===== src/rtl/riscv_mem_pkg.sv =====
`default_nettype none
// ============================================================================
//  Module      : riscv_mem_pkg
//  Description : Shared constants and types for the program/data memory
//                port arbiter: port identifiers, arbiter state encoding,
//                read-mask value and latency counter width.
//  Revision    : 1.0  initial release
// ============================================================================
package riscv_mem_pkg;

    // Port identifiers, also used as bit positions in grant vectors
    localparam logic PORT_I = 1'b0;
    localparam logic PORT_D = 1'b1;

    // A zero write mask marks a read transaction
    localparam logic [3:0] WMASK_READ = 4'b0000;

    // Latency counter width; holds LATENCY-1 for LATENCY up to 4
    localparam int ARB_CNT_W = 2;

    // Arbiter FSM encoding
    typedef enum logic [1:0] {
        ST_IDLE  = 2'd0,
        ST_ISSUE = 2'd1,
        ST_WAIT  = 2'd2
    } arb_state_e;

    // True when a captured mask describes a read
    function automatic logic is_read(input logic [3:0] wmask);
        return (wmask == WMASK_READ);
    endfunction

endpackage : riscv_mem_pkg
`default_nettype wire


===== src/rtl/mem_arb_pick.sv =====
`default_nettype none
// ============================================================================
//  Module      : mem_arb_pick
//  Description : Combinational two-way picker for the memory port arbiter.
//                A lone request always wins; on a tie either D wins outright
//                (D_PRIO != 0) or the port not granted last time wins.
//  Revision    : 1.0  initial release
// ============================================================================
module mem_arb_pick
    import riscv_mem_pkg::*;
#(
    parameter int D_PRIO = 0
) (
    input  logic       i_req_i,
    input  logic       i_req_d,
    input  logic       i_last_grant,
    output logic [1:0] o_gnt_vec
);

    // One-hot grant selection; all zero when nobody is asking
    always_comb begin
        o_gnt_vec = 2'b00;
        if (i_req_i && i_req_d) begin
            if ((D_PRIO != 0) || (i_last_grant == PORT_I)) begin
                o_gnt_vec[PORT_D] = 1'b1;
            end else begin
                o_gnt_vec[PORT_I] = 1'b1;
            end
        end else if (i_req_d) begin
            o_gnt_vec[PORT_D] = 1'b1;
        end else if (i_req_i) begin
            o_gnt_vec[PORT_I] = 1'b1;
        end
    end

endmodule : mem_arb_pick
`default_nettype wire


===== src/rtl/mem_port_arbiter.sv =====
`default_nettype none
// ============================================================================
//  Module      : mem_port_arbiter
//  Description : Shares one single-port memory between the instruction-fetch
//                port (I, read-only) and the load/store port (D). One
//                transaction in flight: IDLE grants and captures, ISSUE
//                drives the memory strobe for one cycle, WAIT counts down the
//                fixed read latency and returns a one-cycle response strobe
//                to the owner with the memory data passed straight through.
//  Revision    : 1.0  initial release
// ============================================================================
module mem_port_arbiter
    import riscv_mem_pkg::*;
#(
    parameter int LATENCY = 1,   // memory read latency, 1..4 cycles
    parameter int D_PRIO  = 0    // 0: round-robin on ties, 1: D wins ties
) (
    input  logic        CLK,
    input  logic        RESET,
    input  logic        i_req,
    input  logic [31:0] i_addr,
    output logic        i_gnt,
    output logic        i_rvalid,
    output logic [31:0] i_rdata,
    input  logic        d_req,
    input  logic [31:0] d_addr,
    input  logic [3:0]  d_wmask,
    input  logic [31:0] d_wdata,
    output logic        d_gnt,
    output logic        d_rvalid,
    output logic [31:0] d_rdata,
    output logic [31:0] mem_addr,
    output logic        mem_read,
    output logic [3:0]  mem_wmask,
    output logic [31:0] mem_wdata,
    input  logic [31:0] mem_rdata
);

    // Value loaded into the countdown in ISSUE; zero in WAIT marks data valid
    localparam logic [ARB_CNT_W-1:0] c_cnt_load = ARB_CNT_W'(LATENCY - 1);

    arb_state_e             state_q, state_d;
    logic                   owner_q, owner_d;   // doubles as last-grant record
    logic [31:0]            addr_q,  addr_d;
    logic [3:0]             wmask_q, wmask_d;
    logic [31:0]            wdata_q, wdata_d;
    logic [ARB_CNT_W-1:0]   cnt_q,   cnt_d;

    logic [1:0]             w_pick;
    logic [1:0]             w_gnt;
    logic                   w_resp;

    mem_arb_pick #(
        .D_PRIO       (D_PRIO)
    ) u_pick (
        .i_req_i      (i_req),
        .i_req_d      (d_req),
        .i_last_grant (owner_q),
        .o_gnt_vec    (w_pick)
    );

    // Grants exist only while idle, so a held request waits out the response
    assign w_gnt  = (state_q == ST_IDLE) ? w_pick : 2'b00;
    assign i_gnt  = w_gnt[PORT_I];
    assign d_gnt  = w_gnt[PORT_D];

    // The response cycle is the WAIT cycle whose countdown has reached zero
    assign w_resp = (state_q == ST_WAIT) && (cnt_q == '0);

    // State register, capture registers and latency counter
    always_ff @(posedge CLK or posedge RESET) begin
        if (RESET) begin
            state_q <= ST_IDLE;
            owner_q <= PORT_I;
            addr_q  <= '0;
            wmask_q <= WMASK_READ;
            wdata_q <= '0;
            cnt_q   <= '0;
        end else begin
            state_q <= state_d;
            owner_q <= owner_d;
            addr_q  <= addr_d;
            wmask_q <= wmask_d;
            wdata_q <= wdata_d;
            cnt_q   <= cnt_d;
        end
    end

    // Next-state logic: capture on grant, load the countdown, count to zero
    always_comb begin
        state_d = state_q;
        owner_d = owner_q;
        addr_d  = addr_q;
        wmask_d = wmask_q;
        wdata_d = wdata_q;
        cnt_d   = cnt_q;
        case (state_q)
            ST_IDLE: begin
                if (w_gnt[PORT_D]) begin
                    state_d = ST_ISSUE;
                    owner_d = PORT_D;
                    addr_d  = d_addr;
                    wmask_d = d_wmask;
                    wdata_d = d_wdata;
                end else if (w_gnt[PORT_I]) begin
                    // The fetch port never writes
                    state_d = ST_ISSUE;
                    owner_d = PORT_I;
                    addr_d  = i_addr;
                    wmask_d = WMASK_READ;
                    wdata_d = '0;
                end
            end
            ST_ISSUE: begin
                cnt_d   = c_cnt_load;
                state_d = ST_WAIT;
            end
            ST_WAIT: begin
                if (cnt_q == '0) begin
                    state_d = ST_IDLE;
                end else begin
                    cnt_d = cnt_q - ARB_CNT_W'(1);
                end
            end
            default: begin
                state_d = ST_IDLE;
            end
        endcase
    end

    // Memory side and response outputs, decoded from registered state only
    always_comb begin
        mem_addr  = '0;
        mem_read  = 1'b0;
        mem_wmask = WMASK_READ;
        mem_wdata = '0;
        i_rvalid  = 1'b0;
        i_rdata   = '0;
        d_rvalid  = 1'b0;
        d_rdata   = '0;
        case (state_q)
            ST_ISSUE: begin
                mem_addr  = addr_q;
                mem_wdata = wdata_q;
                if (is_read(wmask_q)) begin
                    mem_read = 1'b1;
                end else begin
                    mem_wmask = wmask_q;
                end
            end
            ST_WAIT: begin
                mem_addr = addr_q;
                if (w_resp) begin
                    if (owner_q == PORT_D) begin
                        d_rvalid = 1'b1;
                        d_rdata  = mem_rdata;
                    end else begin
                        i_rvalid = 1'b1;
                        i_rdata  = mem_rdata;
                    end
                end
            end
            default: begin
                mem_addr = '0;
            end
        endcase
    end

endmodule : mem_port_arbiter
`default_nettype wire


===== config.mk =====
export PLATFORM = sky130hd
export DESIGN_NAME = mem_port_arbiter
export DESIGN_NICKNAME = d
export VERILOG_FILES = /design/src/rtl/riscv_mem_pkg.sv /design/src/rtl/mem_arb_pick.sv /design/src/rtl/mem_port_arbiter.sv
export SDC_FILE = /design/constraint.sdc
export NUM_CORES = 1
export LEC_CHECK = 0
export CAP_MARGIN = 20
export CORE_UTILIZATION = 33
export CTS_CLUSTER_DIAMETER = 40
export DETAILED_ROUTE_END_ITERATION = 7
export GPL_TIMING_DRIVEN = 0
export PLACE_DENSITY = 0.77
export SETUP_SLACK_MARGIN = 0.02
export SYNTH_ARGS = -nofsm -noshare
export SYNTH_HDL_FRONTEND = slang
export SYNTH_SLANG_ARGS = --single-unit

===== constraint.sdc =====
create_clock -name CLK -period 2.15 [get_ports CLK]
set_input_delay 0.3225 -clock CLK [delete_from_list [all_inputs] [get_ports CLK]]
set_output_delay 0.3225 -clock CLK [all_outputs]
set_load 0.01 [all_outputs]

==> out/metrics.yaml, run 1 <==
worst_hold_path:
  worst_hold_path.endpoint: "addr_q[11]"
  min_delay_path_depth: 3
  hold_path_startpoint: "d_req"
  worstHoldPathType: "in -> reg"
final_layout:
  final_layout_size_suffix_gt1_share_pct: 28.3
  nNetsFinal: 898
  fill_cells: 1080
  area_delta_synth_final_pct: 79.4
drt:
  drt-pass1-iter-count: 4
  route.detailed.vias_per_inst: 5.06
  detail_route.wl_per_cell_um: 19.0
  route.detailed.drc: 0
  final_antenna_net_count: 0
  drt_iter0_drc: 226
  dr_total_vias: 4749
  total_routed_length_um: 17800
cts:
  cts.reportedPaths.clkPinSlew_ns: 0.06
  max-clock-path-buffers: 2
  cts-buffers-inserted: 9
  tritoncts: "done"
  tritoncts_num_sinks: 73
  number_of_hold_buffers_added_after_cts: 0
  cts_htree_levels: 3
  cts-root-buf: "clkbuf_16"
  insertion_delay_ns: 0.33
power:
  cellPowerDensity_mw_per_mm2: 1260
  p_leak_uw: 0.00350
  vdd_ir_drop_max_uv: 593
  post-layout-total-power_uw: 9570
worst_setup_path:
  start_kind: "flip-flop"
  timing.critical_path.to_type: "primary output"
  critical-path-top-cell-by-count: "buf_6"
  worst_r2r_start: "state_q[0]"
  critPathSlowestCell: "dfrtp_1"
  timing.rr.end: "addr_q[23]"
  worst-path-buf-inv: 5
  timing.critical_path.arrival_ns: 1.83
  path_max_fanout: 5
  crit_required_ns: 1.83
  timing.reg2reg.worst_path_depth: 8
  crit_chain: "inv_2 -> ha_4 -> nand2_4 -> nor2_4 -> buf_8 -> buf_6 -> buf_6 -> and2_4 -> buf_6"
  path_class: "reg -> out"
  r2r_slack_ns: 0.42
  critical-path-max-stage-delay_ns: 0.39
  kind_of_cell_adding_the_most_delay_to_the_critical_path: "buffers and inverters"
timing:
  grt_setup_unrepaired: "yes"
  timing.fmax_ghz: 0.465
  fin_hold_ws_ns: 0.390
  period_share_pct: 100
  finalSetupViolCount: 0
  timing_worst_slew_pin_value_ns: 0.777
  final.setup_skew_ns: 0.00885
  period_minus_slack_ns: 2.15
  hold_viol: 0
  layout_setup_ws_ns: 0.00106
  slew_headroom_pct: 48.1
  final_max_slew_viol_count: 0
grt:
  vias_in_the_first_global_route: 4790
  grt_first_pass_wirelength_um: 25900
  antenna_found_initial: 3
  groute.layer.met3.usage_pct: 5.86
  grtUsageMet2_pct: 47.1
  globalRoute.busiestLayer: "met2"
  grtUsageMet1_pct: 27.7
  grt.total_usage_pct: 26.1
  gr-total-overflow: 0
  maximum_number_of_pins_on_one_net_before_global_route_repair: 38
logic_synthesis:
  synth_fp_nets: 592
  synth_register_bits: 73
  syn_avg_cell_area_um2: 9.39
  post_synth_inst_count: 452
  sequential_to_total_area_share_from_yosys_stat_pct: 43.0
  mappedNetlistArea_mm2: 0.00425
  synth.distinct_cells: 26
  warning_count_from_the_yosys_run: 0
floorplanning:
  dieArea_mm2: 0.0133
  number_of_cell_rows: 41
  pin_count: 273
  die_width_um: 115
  dieHeight_um: 115
  core_area_mm2: 0.0126
  initial_core_util_pct: 33.8
run_status:
  run_status: "complete, no violations"
placement:
  hpwl_um: 13400
  port_buffers: 271
  pre_cts_setup_slack_ns: -0.393
  weighted_congestion_reported_at_the_end_of_routability_driven_placement: 0.897
job:
  timing.max_cap.violations: 0
==> cell usage after synthesis <==
| library cell | instances | area (um2) |
|---|---|---|
| o21ai_1 | 30 | 150 |
| a21oi_1 | 2 | 10.0 |
| a22o_1 | 36 | 315 |
| a31oi_1 | 32 | 200 |
| and2_1 | 134 | 838 |
| mux2_1 | 1 | 11.3 |
| nor2_8 | 1 | 20.0 |
| dfrtp_1 | 73 | 1830 |
| buf_4 | 2 | 15.0 |
| nand2_2 | 1 | 6.26 |
| o21ai_0 | 6 | 30.0 |
| o21a_1 | 1 | 7.51 |
| o22ai_1 | 1 | 6.26 |
| clkbuf_1 | 20 | 75.1 |
| nand2_1 | 5 | 18.8 |
| nor4_1 | 1 | 6.26 |
| ha_1 | 4 | 50.1 |
| buf_2 | 15 | 75.1 |
| o2111ai_1 | 32 | 280 |
| inv_2 | 2 | 7.51 |
| a21bo_2 | 1 | 10.0 |
| inv_1 | 5 | 18.8 |
| o21ai_2 | 1 | 8.76 |
| buf_6 | 11 | 124 |
| nor2_1 | 34 | 128 |
| nor2b_1 | 1 | 6.26 |
==> sequential cells by signal, summed over array words and instances (netlist names) <==
signal and flops:
state_q 2, wdata_q 32, addr_q 32, owner_q 1
wmask_q 4, cnt_q 2
==> worst register-to-register path: cells and delay by family, from the launching register on <==
kind            cells  cell delay (ns)
compound gates      2             0.29
fa+ha+maj           1             0.14
flops               1             0.39
buf+inv             5             0.77
==> placed cells by master (no fill, tap or decap), types with 5 or more instances in the layout <==
cell type,instances
clkdlybuf4s15_1,14
a22o_1,36
clkdlybuf4s50_1,133
dfrtp_1,73
a31oi_1,32
clkbuf_2,44
buf_4,10
and2_4,20
clkbuf_16,9
buf_2,52
clkbuf_1,10
buf_8,5
buf_6,45
clkbuf_8,9
nor2_1,32
o2111ai_1,32
and2_1,114
dlygate4sd2_1,22
o21ai_1,30
o21ai_0,6
==> what timing repair did <==
item / 4_1_cts / 5_1_grt
buffers inserted: 18 / 4
endpoints found under the setup margin: 137 / 98
gates resized for setup: 372 / 160
pin swaps: 4 / 6
endpoints found under the hold margin: 0 / 0
gates cloned: 3 / 0
==> report_power, final <==
group | leakage, uW | switching [uW] | internal (uW) | total (uW)
clock | 0.000153 | 572 | 1050 | 1620
sequential | 0.000888 | 307 | 1960 | 2270
combinational | 0.00246 | 2870 | 2800 | 5670
==> metrics by stage <==
| stage | cell area, um2 | util [%] | TNS, ns | instances |
|---|---|---|---|---|
| after detailed placement | 7200 | 57.3 | -23.00 | 896 |
| after global routing | 7610 | 60.6 | -0.257 | 938 |
| after floorplan | 4250 | - | 0 | 452 |
| final | 7620 | 60.6 | 0 | 939 |
| after global placement | 7180 | 57.1 | -18.23 | 895 |
| after CTS | 7690 | 61.2 | -0.201 | 932 |
==> cell families after synthesis <==
family	Yosys count	share of synthesized area, %
fa+ha+maj	4	1.18
buf+inv	55	7.43
simple gates	177	24.1
compound gates	142	24.0
flops	73	43.0
mux	1	0.265
==> final cells by class <==
| type | count | area (um2) | share of cell area (%) |
|---|---|---|---|
| Antenna cell | 4 | 10.0 | 0.131 |
| Clock inverter | 4 | 76.3 | 1.00 |
| Multi-Input combinational cell | 324 | 2230 | 29.3 |
| Inverter | 7 | 30.0 | 0.394 |
| Tap cell | 172 | 215 | 2.83 |
| Timing Repair Buffer | 296 | 2570 | 33.7 |
| Sequential cell | 73 | 1830 | 24.0 |
| Buffer | 47 | 415 | 5.45 |
| Clock buffer | 12 | 246 | 3.24 |
==> layer usage <==
| metal | up-vias | share of wire, % |
|---|---|---|
| met5 | - | 0 |
| met4 | 0 | 4.0 |
| met3 | 39 | 7.0 |
| li1 | 2218 | - |
| met2 | 237 | 53 |
| met1 | 2255 | 36 |
==> worst max path at each step <==
stage | from | end | depth (start not counted)
2_1_floorplan | state_q[0] | d_rdata[10] | 6
3_3_place_gp | state_q[0] | i_rdata[14] | 7
3_5_place_dp | state_q[0] | i_rdata[14] | 7
4_1_cts | state_q[0] | i_rdata[5] | 8
5_1_grt | state_q[0] | i_rdata[30] | 9
6_report | state_q[0] | i_rdata[24] | 9
(Power assumes the default switching activity.)
==> run 2: changes to the inputs <==
- CORE_ASPECT_RATIO: default -> 0.7
==> out/metrics.yaml, run 2 (synthesis gave the netlist of run 1 again) <==
placement:
  weighted_congestion_reported_at_the_end_of_routability_driven_placement: 0.867
  post_dp_cell_area_mm2: 0.00718
  hpwl_um: 12300
  port_buffers: 271
grt:
  grt.total_usage_pct: 25.4
  vias_in_the_first_global_route: 4833
  maximum_number_of_pins_on_one_net_before_global_route_repair: 38
  gr-total-overflow: 0
  antenna_found_initial: 1
  grt_first_pass_wirelength_um: 25900
drt:
  dr_total_vias: 4802
  drt-pass1-iter-count: 5
  route.detailed.drc: 0
  total_routed_length_um: 17100
  detail_route.wl_per_cell_um: 18.4
  drt_iter0_drc: 174
  route.detailed.vias_per_inst: 5.17
  final_antenna_net_count: 0
floorplanning:
  pin_count: 273
  dieHeight_um: 96.9
  die_width_um: 138
  core_area_mm2: 0.0125
  number_of_cell_rows: 34
  dieArea_mm2: 0.0133
  initial_core_util_pct: 34.1
run_status:
  run_status: "finished with violations"
  failed_checks: "negative setup slack"
final_layout:
  fill_cells: 1051
  area_delta_synth_final_pct: 80.4
  layout_commonest_cell: "clkdlybuf4s50_1"
  leading_cell_types_in_the_layout_fill_and_taps_excluded: "133 x clkdlybuf4s50_1, 112 x and2_1, 73 x dfrtp_1"
  area_of_the_multi_input_gates_mm2: 0.00224
  final-seq-area_mm2: 0.00183
  stdcell_area_mm2: 0.00766
  nNetsFinal: 901
  final_layout_size_suffix_gt1_share_pct: 27.9
  layout.core_utilization_pct: 61.5
  reg_top3: "addr_q x32, wdata_q x32, wmask_q x4"
cts:
  max-clock-path-buffers: 2
  cts-buffers-inserted: 9
  cts-root-buf: "clkbuf_16"
  number_of_hold_buffers_added_after_cts: 0
  tritoncts: "done"
  insertion_delay_ns: 0.33
  tritoncts_num_sinks: 73
  cts.reportedPaths.clkPinSlew_ns: 0.06
  cts_htree_levels: 3
timing:
  period_minus_slack_ns: 2.20
  finalSetupViolCount: 3
  hold_viol: 0
  grt_setup_unrepaired: "yes"
  final_max_slew_viol_count: 0
  totalNegativeSetupSlack_ns: -0.130
  final.setup_skew_ns: 0.00673
  period_share_pct: 102
  timing_worst_slew_pin_value_ns: 0.831
  timing.fmax_ghz: 0.455
  layout_setup_ws_ns: -0.0486
  slew_headroom_pct: 44.5
power:
  p_leak_uw: 0.00353
  post-layout-total-power_uw: 9460
  vdd_ir_drop_max_uv: 598
  cellPowerDensity_mw_per_mm2: 1230
worst_setup_path:
  path_max_fanout: 5
  critPathSlowestCell: "dfrtp_1"
  worst_r2r_start: "state_q[0]"
  path_class: "reg -> out"
  timing.critical_path.arrival_ns: 1.88
  start_kind: "flip-flop"
  beginning_of_the_critical_path: "state_q[1]"
  kind_of_cell_adding_the_most_delay_to_the_critical_path: "buffers and inverters"
  timing.critical_path.to_type: "primary output"
  crit_chain: "buf_6 -> ha_4 -> nand2_4 -> nor2_4 -> buf_12 -> buf_8 -> buf_6 -> buf_6 -> and2_4 -> buf_6"
  worst-path-buf-inv: 6
  critical-path-top-cell-by-count: "buf_6"
  crit_required_ns: 1.83
  critical-path-max-stage-delay_ns: 0.41
job:
  timing.max_cap.violations: 0
worst_hold_path:
  hold_path_startpoint: "d_req"
  worstHoldPathType: "in -> reg"
-- run 2: final timing paths --
kind	slack, ns	cells after the start	endpoint
setup / recovery	-0.05	10	d_rdata[5]
hold / removal	0.38	3	addr_q[12]
max in group asynchronous	1.00	3	addr_q[4]
setup reg to reg	0.37	8	addr_q[13]
hold reg to reg	0.50	1	wdata_q[20]
min in group asynchronous	0.50	2	wdata_q[26]
-- run 2: report_power, final --
group / leakage, uW / internal (uW) / total [uW] / switching (uW)
registers: 0.000888 / 1960 / 2260 / 301
clock network: 0.000143 / 903 / 1510 / 612
logic: 0.00250 / 2830 / 5680 / 2850
total: 0.00353 / 5690 / 9460 / 3770
-- run 2: layout make-up --
cell class	count	area share (%)
plain buffers	45	5.03
well taps	162	2.65
flip-flops and latches	73	23.8
multi-input cells	324	29.2
inverters	7	0.392
repair buffers	301	35.0
diodes	1	0.0327
clock inverters	6	0.898
clock buffers	10	2.99
-- run 2: worst register-to-register path, delay by kind of cell, from the launching register on --
kind / cells / cell delay (ns)
compound gates: 2 / 0.31
fa+ha+maj: 1 / 0.16
buf+inv: 5 / 0.77
flops: 1 / 0.40
-- run 2: layer usage --
metal	global-route usage [%]	wire [um]	vias up
li1	-	-	2229
met5	0	0	-
met1	30.2	6730	2318
met2	44.9	8640	233
met3	6.92	1390	22
met4	5.92	314	0
-- run 2: metrics by stage --
stage | hold slack (ns) | cells | setup WS, ns
2_1_floorplan | 0.448 | 452 | 0.566
6_report | 0.375 | 929 | -0.0486
5_1_grt | 0.390 | 929 | -0.114
3_3_place_gp | 0.473 | 885 | -0.315
3_5_place_dp | 0.483 | 886 | -0.367
4_1_cts | 0.364 | 932 | -0.101
-- run 2: what timing repair did --
action	4_1_cts	5_1_grt
buffers inserted	25	9
setup endpoints to repair	137	80
gates resized for setup	413	110
pin swaps	17	10
gates cloned	6	0
